**src/rtl/fir_stream_feeder.sv**
```systemverilog
// FIFO-buffered upstream driver for the FIR core: issues one sample at a time, captures the result onto a valid/ready stream.
// Defining FIR_STREAM_FEEDER_TIMEOUT_EN builds a WAIT-state watchdog that raises a sticky timeout_err.
module fir_stream_feeder #(
    parameter int WIDTH          = 16,
    parameter int DEPTH          = 8,
    parameter int TIMEOUT_CYCLES = 1024
) (
    input  logic                     clk,
    input  logic                     reset,
    input  logic [WIDTH-1:0]         s_data,
    input  logic                     s_valid,
    output logic                     s_ready,
    output logic [WIDTH-1:0]         fir_input,
    output logic                     fir_input_valid,
    input  logic [WIDTH-1:0]         fir_output,
    input  logic                     fir_output_valid,
    output logic [WIDTH-1:0]         m_data,
    output logic                     m_valid,
    input  logic                     m_ready,
    output logic [$clog2(DEPTH):0]   fifo_count,
    output logic                     busy,
    output logic                     timeout_err
);
    localparam int AW = $clog2(DEPTH);
    localparam logic [AW:0]   FIFO_FULL = (AW+1)'(DEPTH);
    localparam logic [AW:0]   CNT_ONE   = 1;
    localparam logic [AW-1:0] PTR_ONE   = 1;

    localparam logic [1:0] S_IDLE  = 2'd0;
    localparam logic [1:0] S_ISSUE = 2'd1;
    localparam logic [1:0] S_WAIT  = 2'd2;

    if (DEPTH < 2 || (DEPTH & (DEPTH - 1)) != 0 || TIMEOUT_CYCLES < 1) begin : g_bad_params
        $error("fir_stream_feeder: DEPTH must be a power of two >= 2 and TIMEOUT_CYCLES >= 1");
    end

    logic [WIDTH-1:0] r_mem [DEPTH];
    logic [AW-1:0]    r_wr_ptr;
    logic [AW-1:0]    r_rd_ptr;
    logic [AW:0]      r_count;
    logic [1:0]       r_state;
    logic [WIDTH-1:0] r_fir_input;
    logic [WIDTH-1:0] r_m_data;
    logic             r_m_valid;

    logic w_push;
    logic w_pop;
    logic w_capture;
    logic w_expire;

    assign s_ready   = (r_count != FIFO_FULL);
    assign w_push    = s_valid && s_ready;
    // Issue only when the output register will be free by the time the result returns.
    assign w_pop     = (r_state == S_IDLE) && (r_count != '0) && (!r_m_valid || m_ready);
    assign w_capture = (r_state == S_WAIT) && fir_output_valid;

    always_ff @(posedge clk) begin
        if (w_push) begin
            r_mem[r_wr_ptr] <= s_data;
        end
    end

    always_ff @(posedge clk or negedge reset) begin
        if (!reset) begin
            r_wr_ptr <= '0;
            r_rd_ptr <= '0;
            r_count  <= '0;
        end else begin
            if (w_push) begin
                r_wr_ptr <= r_wr_ptr + PTR_ONE;
            end
            if (w_pop) begin
                r_rd_ptr <= r_rd_ptr + PTR_ONE;
            end
            case ({w_push, w_pop})
                2'b10:   r_count <= r_count + CNT_ONE;
                2'b01:   r_count <= r_count - CNT_ONE;
                default: r_count <= r_count;
            endcase
        end
    end

    always_ff @(posedge clk or negedge reset) begin
        if (!reset) begin
            r_state     <= S_IDLE;
            r_fir_input <= '0;
            r_m_data    <= '0;
            r_m_valid   <= 1'b0;
        end else begin
            if (w_capture) begin
                r_m_data  <= fir_output;
                r_m_valid <= 1'b1;
            end else if (r_m_valid && m_ready) begin
                r_m_valid <= 1'b0;
            end

            case (r_state)
                S_IDLE: begin
                    if (w_pop) begin
                        r_fir_input <= r_mem[r_rd_ptr];
                        r_state     <= S_ISSUE;
                    end
                end
                S_ISSUE: r_state <= S_WAIT;
                S_WAIT: begin
                    if (w_capture || w_expire) begin
                        r_state <= S_IDLE;
                    end
                end
                default: r_state <= S_IDLE;
            endcase
        end
    end

`ifdef FIR_STREAM_FEEDER_TIMEOUT_EN
    localparam int WDW = $clog2(TIMEOUT_CYCLES) + 1;
    localparam logic [WDW-1:0] WD_LAST = WDW'(TIMEOUT_CYCLES - 1);
    localparam logic [WDW-1:0] WD_ONE  = 1;

    logic [WDW-1:0] r_wdog;
    logic           r_timeout_err;

    // A result arriving on the expiry cycle is captured rather than flagged.
    assign w_expire = (r_state == S_WAIT) && !fir_output_valid && (r_wdog == WD_LAST);

    always_ff @(posedge clk or negedge reset) begin
        if (!reset) begin
            r_wdog        <= '0;
            r_timeout_err <= 1'b0;
        end else begin
            if (r_state == S_ISSUE) begin
                r_wdog <= '0;
            end else if (r_state == S_WAIT && !w_capture && !w_expire) begin
                r_wdog <= r_wdog + WD_ONE;
            end
            if (w_expire) begin
                r_timeout_err <= 1'b1;
            end
        end
    end

    assign timeout_err = r_timeout_err;
`else
    assign w_expire    = 1'b0;
    assign timeout_err = 1'b0;
`endif

    assign fir_input       = r_fir_input;
    assign fir_input_valid = (r_state == S_ISSUE);
    assign m_data          = r_m_data;
    assign m_valid         = r_m_valid;
    assign fifo_count      = r_count;
    assign busy            = (r_state != S_IDLE);

endmodule

```
**config.mk**
```make
export PLATFORM = sky130hd
export DESIGN_NAME = fir_stream_feeder
export DESIGN_NICKNAME = d
export VERILOG_FILES = /design/src/rtl/fir_stream_feeder.sv
export SDC_FILE = /design/constraint.sdc
export NUM_CORES = 1
export LEC_CHECK = 0
export ABC_AREA = 1
export BUFFER_PORTS_ARGS = -buffer_cell sky130_fd_sc_hd__buf_4
export CORE_UTILIZATION = 52
export CTS_CLUSTER_DIAMETER = 200
export DETAILED_ROUTE_END_ITERATION = 8
export GPL_TIMING_DRIVEN = 0
export PLACE_DENSITY = 0.75
export SLEW_MARGIN = 20
export SYNTH_ARGS = -nofsm -noshare
export SYNTH_HDL_FRONTEND = slang
export SYNTH_SLANG_ARGS = --single-unit
```
**constraint.sdc**
```tcl
create_clock -name clk -period 2.1 [get_ports clk]
set_clock_uncertainty 0.15 [all_clocks]
set_input_delay 0.42 -clock clk [delete_from_list [all_inputs] [get_ports clk]]
set_output_delay 0.42 -clock clk [all_outputs]
set_load 0.1 [all_outputs]
```
-- Word level (Yosys, flattened, before mapping)
Memories as Yosys holds them, arrays and structs flattened. A register that Yosys moved wholly into a read port is not among the register bits.
Cells that the tools add are included.
- flip-flop bits (word level): 29
- bits in latches: 0
- memory bits (writable): 128
- ROM bits: 0
- input bits: 37
- logic and storage cells: 41
- memories kept: 1
- memories (name ; depth ; bits a word ; rd ports ; clocked after Yosys merged registers in ; wr ports ; RTL line ; text):
    r_mem ; 8 ; 16 ; 1 ; 1 ; 1 ; 37 ; logic [WIDTH-1:0] r_mem [DEPTH];
- $add $sub $neg: 4
- multipliers: 0
- div/mod/pow operators: 0
- order comparisons: 0
- equality and inequality tests: 7
- shift-type cells: 0
- muxes and demuxes: 8
- bitwise operators: 0
- reduce and logical (&&, ||, !) cells: 15
- operators by type and width (operator ; count):
    4-bit one-hot mux with 2 select lines ; 1
    3-bit by 1-bit adder with 3-bit output (second input constant) ; 2
    2-bit one-hot mux with 3 select lines ; 1
    2-bit nonzero test ; 3
    1-bit logical AND ; 5
    4-bit by 1-bit adder with 4-bit output (second input constant) ; 1
    2-bit by 1-bit equality test with 1-bit output (second input constant) ; 2
    2-bit equality test (second input constant) ; 2
    1-bit 2-to-1 mux ; 4
    2-bit 2-to-1 mux ; 2
    2-bit inequality test (second input constant) ; 2
    4-bit inequality test (second input constant) ; 1
    2-bit AND reduction ; 2
    4-bit nonzero test ; 1
    4-bit by 1-bit subtractor with 4-bit output (second input constant) ; 1
    1-bit zero test ; 2
    2-bit zero test ; 1
    1-bit logical OR ; 1

-- Logic depth before layout (Yosys ltp)
Gate-level depths: netlist of the first run.
- depth in word-level cells: 5
- depth in mapped cells: 15
- mapped depth without buffers: 14

-- Worst setup path after synthesis of the first run
Ideal clock, no wire load.
- path type: register -> register
- start: reg r_count[2], in the netlist fifo_count[2]
- end: mem r_mem[4][0] (enable)
- library setup time: 0.388 ns
- data arrival time: 3.257 ns
- path slack: -1.695 ns
- cell stages (with the launch flop): 6
- path buffers: 0
- period minus slack after synthesis: 3.795 ns
- cells stage by stage: dfrtp_1 inv_1 nand3_1 nand2_1 or2_2 nor2_1
- word-level cells in the longest chain between the ends: 4
- ends and longest elaborated chain (item ; RTL line ; text):
    from (decl) ; 40 ; logic [AW:0] r_count;
    from (signal assigned) ; 76 ; 2'b10: r_count <= r_count + CNT_ONE;
    from (signal assigned) ; 77 ; 2'b01: r_count <= r_count - CNT_ONE;
    from (signal assigned) ; 78 ; default: r_count <= r_count;
    4-bit inequality test ; 51 ; assign s_ready = (r_count != FIFO_FULL);
    via s_ready ; 12 ; output logic s_ready,
    1-bit logical AND ; 52 ; assign w_push = s_valid && s_ready;
    1-bit 2-to-1 mux ; 58 ; if (w_push) begin
    1-bit 2-to-1 mux (not written as such) ; 59 ; r_mem[r_wr_ptr] <= s_data;
    to (decl) ; 37 ;
The timed path passes the listed nets, and every way through them passes these cells.

-- Final worst setup path of the first run
- start: reg r_count[0], in the netlist fifo_count[0]
- end: reg r_count[2], in the netlist fifo_count[2]
- word-level cells in the longest chain between the ends: 5
- ends and longest elaborated chain (item ; RTL line ; text):
    4-bit nonzero test ; 54 ; assign w_pop = (r_state == S_IDLE) && (r_count != '0) && (!r_m_valid || m_ready);
    1-bit logical AND (2 in a row) ; 54 ;
    2-bit by 1-bit equality test with 1-bit output or 2-bit equality test (tied branches) ; 75 ; case ({w_push, w_pop})
    4-bit one-hot mux with 2 select lines or 2-bit nonzero test (tied branches) ; n/a ;
Parallel ways exist; a longest one is shown, timed or not.
A chain may end at the register's enable or synchronous reset.

==> flow_metrics.env, run 1 <==
export IMPL_diodes=0
export IMPL_drt_pass1_iterations=5
export IMPL_criticalPathCategory="register to register"
export IMPL_cp_common_cell="nor2_4"
export IMPL_netlist_area_um2=6900
export IMPL_die_area_um2=13730
export IMPL_synth_edf_count=128
export IMPL_synth_seq_area_share=0.7202
export IMPL_cp_slowest_cell="dfrtp_4"
export IMPL_max_stage_delay_ps=490
export IMPL_htree_levels=4
export IMPL_critPathTopFamily="simple AND/OR/NAND/NOR gates"
export IMPL_cts_root_buf="clkbuf_16"
export IMPL_drive_above_1_share=0.2734
export IMPL_cp_buffers_inverters=2
export IMPL_ioPinCount=78
export IMPL_drc=0
export IMPL_setup_viol=0
export IMPL_cp_start_kind="register"
export IMPL_grtUsageTotal=0.2512
export IMPL_slew_limit_headroom=0.5563
export IMPL_synthTopCellsByArea="edfxtp_1, dfrtp_1, nor2_1, o21ai_0, nand3_1"
export IMPL_start_util=0.5402
export IMPL_cp_end_kind="register"
export IMPL_antenna_found_initial=0
export IMPL_drv_cap=0
export IMPL_clk_pin_slew_ps=60
export IMPL_via_count=4812
export IMPL_report_final_slew_viol_count=0
export IMPL_syn_nets=615
export IMPL_globalplace_congestion=0.7741
export IMPL_numCtsBuffers=17
export IMPL_yosys_register_bits=173
export IMPL_dieWidth_um=117.2
export IMPL_max_freq_ghz=0.4933
export IMPL_antenna_left=0
export IMPL_worstPathMaxFanout=5
export IMPL_crit_required_ps=2310
export IMPL_synthFlopType="edfxtp_1"
export IMPL_postSynth_asyncResetShare=0.2601
export IMPL_clkLatencyLatePin_ps=430
export IMPL_syn_to_final_growth_pct=24.91
export IMPL_portBuffers=76
export IMPL_drt_iter0_markers=408
export IMPL_die_h_um=117.2
export IMPL_worst_endpoint_arrival_ps=2230
export IMPL_worst_pin_slew_ps=665.6
export IMPL_path_cells="nor2_4, nand2_2, nand2_4, clkinv_8, ha_4, nand2_1, inv_2, nor2_4, ha_2, a21oi_2, xor2_1, o21ai_1"
export IMPL_nNetsFinal=724
export IMPL_fp_coreArea_um2=12770
export IMPL_rsz0062_at_grt="true"
export IMPL_clock_sinks=173
export IMPL_vias_per_cell=5.550
export IMPL_synth_top_area_share=0.5570
export IMPL_grt_max_degree=46
export IMPL_wirelength_um=16360
export IMPL_yosysTopAreaCell="edfxtp_1"
export IMPL_hold_ws_ps=33.54
export IMPL_synth_distinct_cells=30
export IMPL_status="finished, final reports clean"
export IMPL_dp_hpwl_um=9764
export IMPL_avgSynthCellArea_um2=12.04
export IMPL_rows=41
export IMPL_period_needed_ps=2027
export IMPL_fin_crit_sh=0.9653
export IMPL_grt_pass1_vias=4554
export IMPL_hold_viol_final=0
export IMPL_yosysWarnings=0
export IMPL_synthCells=573
export IMPL_wl_per_cell_um=18.87
export IMPL_hp_class="input port to register"
export IMPL_grt_pass1_wl_um=24250
export IMPL_cts_tree="built"
export IMPL_globalRouteOverflowTotal=0
export IMPL_clock_path_buffers=2
-- metrics by stage --
step                worst slack (ps)    util  instance area, µm²  setup TNS [ps]  instances
finish                         72.97  0.6748                8620               0        867
global route                  -35.35  0.6748                8620          -35.35        867
CTS                            3.565  0.6687                8542               0        861
detailed placement            -241.0  0.6121                7819          -882.6        821
global placement              -143.5  0.6121                7819          -297.6        821
floorplan                     -282.4       -                7033          -17370        573
-- routing by layer --
metal | up-vias | track usage | routed length, µm
li1 | 2195 | - | -
met1 | 2331 | 0.3165 | 6339
met2 | 254 | 0.4204 | 8177
met3 | 32 | 0.05561 | 1452
met4 | 0 | 0.1080 | 391
met5 | - | 0 | 0
-- kinds of logic (layout without fill, tap and decap cells) --
| logic type | count (synthesis) | after routing | share of synthesized area |
|---|---|---|---|
| adders and majority gates | 5 | 5 | 0.009066 |
| xor gates and xnor gates | 6 | 6 | 0.007616 |
| buffers and inverters | 44 | 166 | 0.03082 |
| and+or+nand+nor | 257 | 257 | 0.1538 |
| muxes | 16 | 16 | 0.02611 |
| DFF | 173 | 173 | 0.7202 |
| AOI/OAI and AO/OA | 71 | 71 | 0.05186 |
| other | 1 | 1 | 0.0005434 |
-- cell usage in the layout, fill, tap and decap left out, types with 2 or more instances in the layout --
cell and count:
xnor2_1 2, dfrtp_4 4, o21ai_0 64, bufinv_16 4, clkinv_4 2, inv_2 3
buf_12 4, nor2_1 129, clkbuf_16 17, mux2_2 16, clkinv_2 3, nor2_2 3
o21ai_1 5, nand3_1 51, clkinvlp_4 3, ha_1 3, edfxtp_1 128, nand2_2 2
xor2_1 4, nor2_4 11, buf_2 15, nand2_4 3, inv_6 2, clkbuf_1 10
nand2_1 54, buf_4 88, dfrtp_1 40, inv_1 10
-- sequential cells by signal, summed over array words and instances (netlist names) --
signal / count
r_mem: 128
fir_input: 16
m_data: 16
fifo_count: 4
r_rd_ptr: 3
r_wr_ptr: 3
r_state: 2
m_valid: 1
-- final cells by class --
cell class | instances | area (µm²)
sequential | 173 | 4986
clock inverter | 14 | 192.7
timing repair buffer | 91 | 735.7
inverter | 15 | 68.82
buffer | 28 | 142.6
clock buffer | 18 | 429.2
fill | 881 | 4154
multi-input combinational | 356 | 1849
tap | 172 | 215.2
-- final timing paths --
path                               startpoint             to  slack (ps)  depth (start not counted)
worst max-delay path            fifo_count[0]  fifo_count[2]          70                         12
min in group asynchronous               reset  fifo_count[2]         390                          2
worst min-delay path                  m_ready        m_valid          30                          2
max in group asynchronous               reset        m_valid         940                          2
worst min register to register  fir_input[15]  fir_input[15]         330                          2
worst max register to register  fifo_count[0]  fifo_count[2]          70                         12
-- synthesized netlist by cell type, types with 2 or more instances --
cell type  instances
nand3_1           52
edfxtp_1         128
buf_2             15
o21ai_1            4
ha_1               5
xor2_1             4
inv_1             12
nor2_1           142
o21ai_0           65
nand2_1           57
dfrtp_1           45
buf_4              2
clkbuf_1           9
mux2_2            16
xnor2_1            2
-- worst register-to-register path, stage by stage (launching register included) --
cell and delay [ps]:
dfrtp_4 490, nor2_4 150, nand2_2 80, nand2_4 110
clkinv_8 70, ha_4 170, nand2_1 80, inv_2 50
nor2_4 110, ha_2 180, a21oi_2 40, xor2_1 140
o21ai_1 130
-- repair_timing --
action / in CTS / in global routing
hold buffers: 1 / 0
hold endpoints to repair: 45 / 0
endpoints found under the setup margin: 51 / 19
buffers inserted: 8 / 6
pin swaps: 4 / 7
gates resized for setup: 2 / 7
Power of run 1 is left out: the tool's default activity adds up to more than one toggle a clock period on the data nets, which glitch-free logic cannot reach.
==> inputs of run 2 (changes only) <==
--- a/config.mk
+++ b/config.mk
@@ -7,11 +7,12 @@
 export LEC_CHECK = 0
 export ABC_AREA = 1
 export BUFFER_PORTS_ARGS = -buffer_cell sky130_fd_sc_hd__buf_4
-export CORE_UTILIZATION = 52
+export CORE_UTILIZATION = 54
+export CTS_BUF_LIST = sky130_fd_sc_hd__clkbuf_4 sky130_fd_sc_hd__clkbuf_8
 export CTS_CLUSTER_DIAMETER = 200
 export DETAILED_ROUTE_END_ITERATION = 8
 export GPL_TIMING_DRIVEN = 0
-export PLACE_DENSITY = 0.75
+export PLACE_DENSITY = 0.77
 export SLEW_MARGIN = 20
 export SYNTH_ARGS = -nofsm -noshare
 export SYNTH_HDL_FRONTEND = slang
==> flow_metrics.env, run 2 (same netlist as run 1, synthesis figures left out) <==
export IMPL_start_util=0.5651
export IMPL_drv_cap=0
export IMPL_wl_per_cell_um=18.71
export IMPL_clk_pin_slew_ps=100
export IMPL_die_h_um=115.0
export IMPL_clkLatencyLatePin_ps=470
export IMPL_crit_required_ps=2300
export IMPL_cp_buffers_inverters=1
export IMPL_globalplace_congestion=0.7883
export IMPL_cts_root_buf="clkbuf_8"
export IMPL_nNetsFinal=724
export IMPL_cp_common_cell="nor2_2"
export IMPL_drt_pass1_iterations=5
export IMPL_worst_endpoint_arrival_ps=2240
export IMPL_grtUsageTotal=0.2572
export IMPL_globalRouteOverflowTotal=0
export IMPL_portBuffers=76
export IMPL_path_cells="nor2_1, nand2_2, nand2_4, clkinv_8, ha_4, nor2_2, nor2_2, ha_2, a21oi_2, xor2_1, o21ai_1"
export IMPL_layout_area_seq_um2=4986
export IMPL_grt_pass1_wl_um=24450
export IMPL_rsz0062_at_grt="true"
export IMPL_drive_above_1_share=0.2719
export IMPL_worst_pin_slew_ps=649.8
export IMPL_wirelength_um=16150
export IMPL_critPathTopFamily="simple AND/OR/NAND/NOR gates"
export IMPL_criticalPathCategory="register to register"
export IMPL_max_stage_delay_ps=520
export IMPL_max_freq_ghz=0.4904
export IMPL_htree_levels=4
export IMPL_via_count=4808
export IMPL_slew_limit_headroom=0.5658
export IMPL_die_area_um2=13230
export IMPL_clock_path_buffers=2
export IMPL_cts_tree="built"
export IMPL_grt_pass1_vias=4754
export IMPL_largest_reg_flops=128
export IMPL_fin_crit_sh=0.9710
export IMPL_fp_coreArea_um2=12210
export IMPL_drc=0
export IMPL_cp_start_kind="register"
export IMPL_setup_viol=0
export IMPL_diodes=0
export IMPL_cp_end_kind="register"
export IMPL_ioPinCount=78
export IMPL_report_final_slew_viol_count=0
export IMPL_hold_viol_final=0
export IMPL_hp_class="input port to register"
export IMPL_rows=40
export IMPL_grt_max_degree=46
export IMPL_layout_commonest_cell="nor2_1"
export IMPL_dp_hpwl_um=9681
export IMPL_numCtsBuffers=17
export IMPL_antenna_left=0
export IMPL_hp_start="s_data[12]"
export IMPL_status="finished, final reports clean"
export IMPL_drt_iter0_markers=402
export IMPL_antenna_found_initial=0
export IMPL_r2r_start="fifo_count[2]"
export IMPL_regMostFlops="r_mem"
export IMPL_clock_sinks=173
export IMPL_layout_common_cells="nor2_1, edfxtp_1, buf_4"
export IMPL_final_util=0.6857
export IMPL_critical_path_startpoint="fifo_count[2]"
export IMPL_syn_to_final_growth_pct=21.34
export IMPL_fillers=866
export IMPL_period_needed_ps=2039
export IMPL_multi_input_area_um2=1844
export IMPL_worstPathMaxFanout=6
export IMPL_dieWidth_um=115.0
export IMPL_vias_per_cell=5.571
export IMPL_cp_slowest_cell="dfrtp_4"
run 2: worst paths after layout:
kind                                 endpoint  slack, ps  cells after the start
worst max-delay path            fifo_count[2]         60                     11
worst min register to register   fir_input[4]        330                      2
min in group asynchronous        fir_input[7]        360                      2
worst min-delay path             r_mem[7][12]         20                      1
worst max register to register  fifo_count[2]         60                     11
max in group asynchronous             m_valid        980                      2
run 2: per-layer routing:
metal / vias up / GRT usage / wire length [µm]
li1: 2189 / - / -
met1: 2311 / 0.3173 / 6341
met2: 267 / 0.4201 / 7919
met3: 41 / 0.06484 / 1451
met4: 0 / 0.1394 / 434
met5: - / 0 / 0
run 2: repair_timing:
| action | 4_1_cts | 5_1_grt |
|---|---|---|
| buffers inserted | 6 | 6 |
| resized for setup | 2 | 6 |
| pin swaps | 5 | 5 |
| cloned | 0 | 0 |
| hold endpoints to repair | 47 | 0 |
| hold buffers | 3 | 0 |
| endpoints found under the setup margin | 47 | 34 |
run 2: worst reg2reg max path: stages, from the launching register on:
cell	delay, ps
dfrtp_4	520
nor2_1	160
nand2_2	90
nand2_4	110
clkinv_8	60
ha_4	170
nor2_2	100
nor2_2	70
ha_2	170
a21oi_2	120
xor2_1	150
o21ai_1	70
run 2: per-stage QoR:
step | setup WS, ps | setup TNS [ps] | instance area, µm² | hold WS, ps | instances
3_3_place_gp | -162.4 | -359.4 | 7814 | 302.4 | 817
5_1_grt | -49.71 | -49.71 | 8373 | 14.52 | 863
2_1_floorplan | -282.4 | -17370 | 7033 | -25.59 | 573
6_report | 60.80 | 0 | 8373 | 17.56 | 863
3_5_place_dp | -222.9 | -593.2 | 7814 | 315.3 | 817
4_1_cts | 1.869 | 0 | 8300 | 9.165 | 857
run 2: layout make-up:
| cell class | instances | share of cell area |
|---|---|---|
| clock inverter | 13 | 0.01420 |
| clock buffer | 19 | 0.02974 |
| timing repair buffer | 91 | 0.08996 |
| inverter | 15 | 0.008219 |
| buffer | 28 | 0.01704 |
| sequential | 173 | 0.5955 |
| multi-input combinational | 356 | 0.2203 |
| tap | 168 | 0.02510 |
Power of run 2 is left out for the same reason.
==> inputs of run 3 (changes only) <==
--- a/config.mk
+++ b/config.mk
@@ -5,14 +5,14 @@
 export SDC_FILE = /design/constraint.sdc
 export NUM_CORES = 1
 export LEC_CHECK = 0
-export ABC_AREA = 1
 export BUFFER_PORTS_ARGS = -buffer_cell sky130_fd_sc_hd__buf_4
 export CORE_UTILIZATION = 54
 export CTS_BUF_LIST = sky130_fd_sc_hd__clkbuf_4 sky130_fd_sc_hd__clkbuf_8
 export CTS_CLUSTER_DIAMETER = 200
 export DETAILED_ROUTE_END_ITERATION = 8
+export GPL_ROUTABILITY_DRIVEN = 0
 export GPL_TIMING_DRIVEN = 0
-export PLACE_DENSITY = 0.77
+export PLACE_DENSITY = 0.78
 export SLEW_MARGIN = 20
 export SYNTH_ARGS = -nofsm -noshare
 export SYNTH_HDL_FRONTEND = slang
==> constraint.sdc (replaced) <==
create_clock -name clk -period 1.7 [get_ports clk]
set_clock_uncertainty 0.15 [all_clocks]
set_input_delay 0.34 -clock clk [delete_from_list [all_inputs] [get_ports clk]]
set_output_delay 0.34 -clock clk [all_outputs]
set_load 0.1 [all_outputs]
==> flow_metrics.env, run 3 <==
export IMPL_status="finished, violations left"
export IMPL_violations="setup timing"
export IMPL_globalRouteOverflowTotal=0
export IMPL_hold_viol_final=0
export IMPL_synth_common_cells="edfxtp_1, dfrtp_1, mux4_2, nand2_1, mux2_2"
export IMPL_layout_common_cells="edfxtp_1, buf_4, dfrtp_1"
export IMPL_die_area_um2=12860
export IMPL_start_util=0.5558
export IMPL_antenna_found_initial=0
export IMPL_synth_most_common_cell="edfxtp_1"
export IMPL_largest_reg_flops=128
export IMPL_drv_cap=0
export IMPL_fin_ws_ps=-694.5
export IMPL_fin_area_um2=9061
export IMPL_antenna_left=0
export IMPL_diodes=0
export IMPL_fin_crit_sh=1.409
export IMPL_criticalPathCategory="register to register"
export IMPL_worst_pin_slew_ps=602.6
export IMPL_nNetsFinal=553
export IMPL_via_count=3743
export IMPL_ioPinCount=78
export IMPL_r2r_start="fifo_count[2]"
export IMPL_setup_tns_ps=-64570
export IMPL_vias_per_cell=5.409
export IMPL_dieWidth_um=113.4
export IMPL_synthTopCellsByArea="edfxtp_1, dfrtp_1, mux4_2, mux2_2, mux2i_1"
export IMPL_r2r_end="fifo_count[2]"
export IMPL_grt_pass1_vias=3855
export IMPL_worstPathMaxFanout=3
export IMPL_rows=40
export IMPL_reg2reg_depth=10
export IMPL_max_freq_ghz=0.4176
export IMPL_wirelength_um=14500
export IMPL_slew_limit_headroom=0.5983
export IMPL_grtUsageTotal=0.2441
export IMPL_report_final_slew_viol_count=0
export IMPL_clk_pin_slew_ps=80
export IMPL_cts_root_buf="clkbuf_8"
export IMPL_postSynth_asyncResetShare=0.2601
export IMPL_synthCells=343
export IMPL_hold_end="m_valid"
export IMPL_wl_per_cell_um=20.95
export IMPL_hold_depth=3
export IMPL_yosysTopAreaCell="edfxtp_1"
export IMPL_worst_endpoint_arrival_ps=2590
export IMPL_synthFlopType="edfxtp_1"
export IMPL_yosys_register_bits=173
export IMPL_crit_required_ps=1900
export IMPL_fp_coreArea_um2=12060
export IMPL_die_h_um=113.4
export IMPL_yosysWarnings=0
export IMPL_netlist_area_um2=6704
export IMPL_drive_above_1_share=0.4809
export IMPL_synth_edf_count=128
export IMPL_clock_sinks=173
export IMPL_avgSynthCellArea_um2=19.54
export IMPL_drt_pass1_iterations=4
export IMPL_cp_start_kind="register"
export IMPL_hold_ws_ps=20.04
export IMPL_syn_to_final_growth_pct=35.16
export IMPL_htree_levels=4
export IMPL_hp_start="m_ready"
export IMPL_synth_seq_area_share=0.7413
export IMPL_dp_hpwl_um=7806
export IMPL_syn_nets=385
export IMPL_synth_distinct_cells=35
export IMPL_cts_tree="built"
export IMPL_portBuffers=76
export IMPL_hp_class="input port to register"
export IMPL_clkLatencyLatePin_ps=460
export IMPL_drt_iter0_markers=233
export IMPL_setup_viol=163
export IMPL_drc=0
export IMPL_postPlaceCellArea_um2=7596
export IMPL_grt_pass1_wl_um=22100
export IMPL_period_needed_ps=2395
export IMPL_layout_commonest_cell="edfxtp_1"
export IMPL_grt_max_degree=46
export IMPL_fillers=649
export IMPL_rsz0062_at_grt="true"
export IMPL_numCtsBuffers=17
export IMPL_cp_end_kind="register"
export IMPL_rrSetupSlack_ps=-690
export IMPL_regMostFlops="r_mem"
export IMPL_synth_top_area_share=0.5733
export IMPL_clock_path_buffers=2
## run 3: cell families after synthesis
family | count (synthesis) | share of synthesized area
AOI/OAI and AO/OA | 20 | 0.01493
xor gates and xnor gates | 8 | 0.01045
adders and majority gates | 5 | 0.009332
and+or+nand+nor | 52 | 0.04218
muxes | 66 | 0.1616
other | 1 | 0.0005594
buffers and inverters | 18 | 0.01959
DFF | 173 | 0.7413
## run 3: per-stage QoR
stage / utilization / instances / worst slack (ps)
after floorplan: - / 343 / -996.7
after global placement: 0.6298 / 587 / -874.5
after detailed placement: 0.6298 / 587 / -947.5
after CTS: 0.7358 / 684 / -704.0
after global routing: 0.7512 / 692 / -755.9
final: 0.7512 / 692 / -694.5
## run 3: layout make-up
type / count / area, µm² / area share
flip-flops and latches: 173 / 4989 / 0.5505
clock buffers: 19 / 255.2 / 0.02817
clock inverters: 13 / 140.1 / 0.01547
inverters: 3 / 13.76 / 0.001519
well taps: 168 / 210.2 / 0.02320
multi-input cells: 152 / 1793 / 0.1979
plain buffers: 15 / 152.6 / 0.01685
repair buffers: 149 / 1508 / 0.1664
## run 3: per-layer routing
layer	share of wire	track usage
met5	0	0
met2	0.52	0.4119
met4	0.011	0.07105
met1	0.41	0.3193
met3	0.055	0.05898
## run 3: critical path: stages (launching register included)
cell,delay (ps)
dfrtp_4,490
or4_4,550
nand3_4,100
inv_4,50
ha_4,160
xor2_2,150
ha_4,160
a21oi_2,110
xor2_1,150
nor2_1,70
xor2_1,130
## run 3: worst max path at each step
stage / startpoint / endpoint / slack [ps] / depth (start not counted)
after floorplan: fifo_count[1] / fifo_count[2] / -1000 / 9
after detailed placement: fifo_count[3] / r_mem[0][0] / -950 / 4
after global placement: fifo_count[3] / r_mem[0][1] / -870 / 4
after CTS: fifo_count[0] / fifo_count[2] / -700 / 10
final: fifo_count[2] / fifo_count[2] / -690 / 10
after global routing: fifo_count[2] / fifo_count[2] / -760 / 10
## run 3: timing repair
item,in CTS,in global routing
gates cloned,2,0
hold buffers,33,0
buffers inserted,30,12
pin swaps,21,12
setup endpoints to repair,161,173
resized for setup,41,33
endpoints found under the hold margin,189,0
Power of run 3 is left out for the same reason.
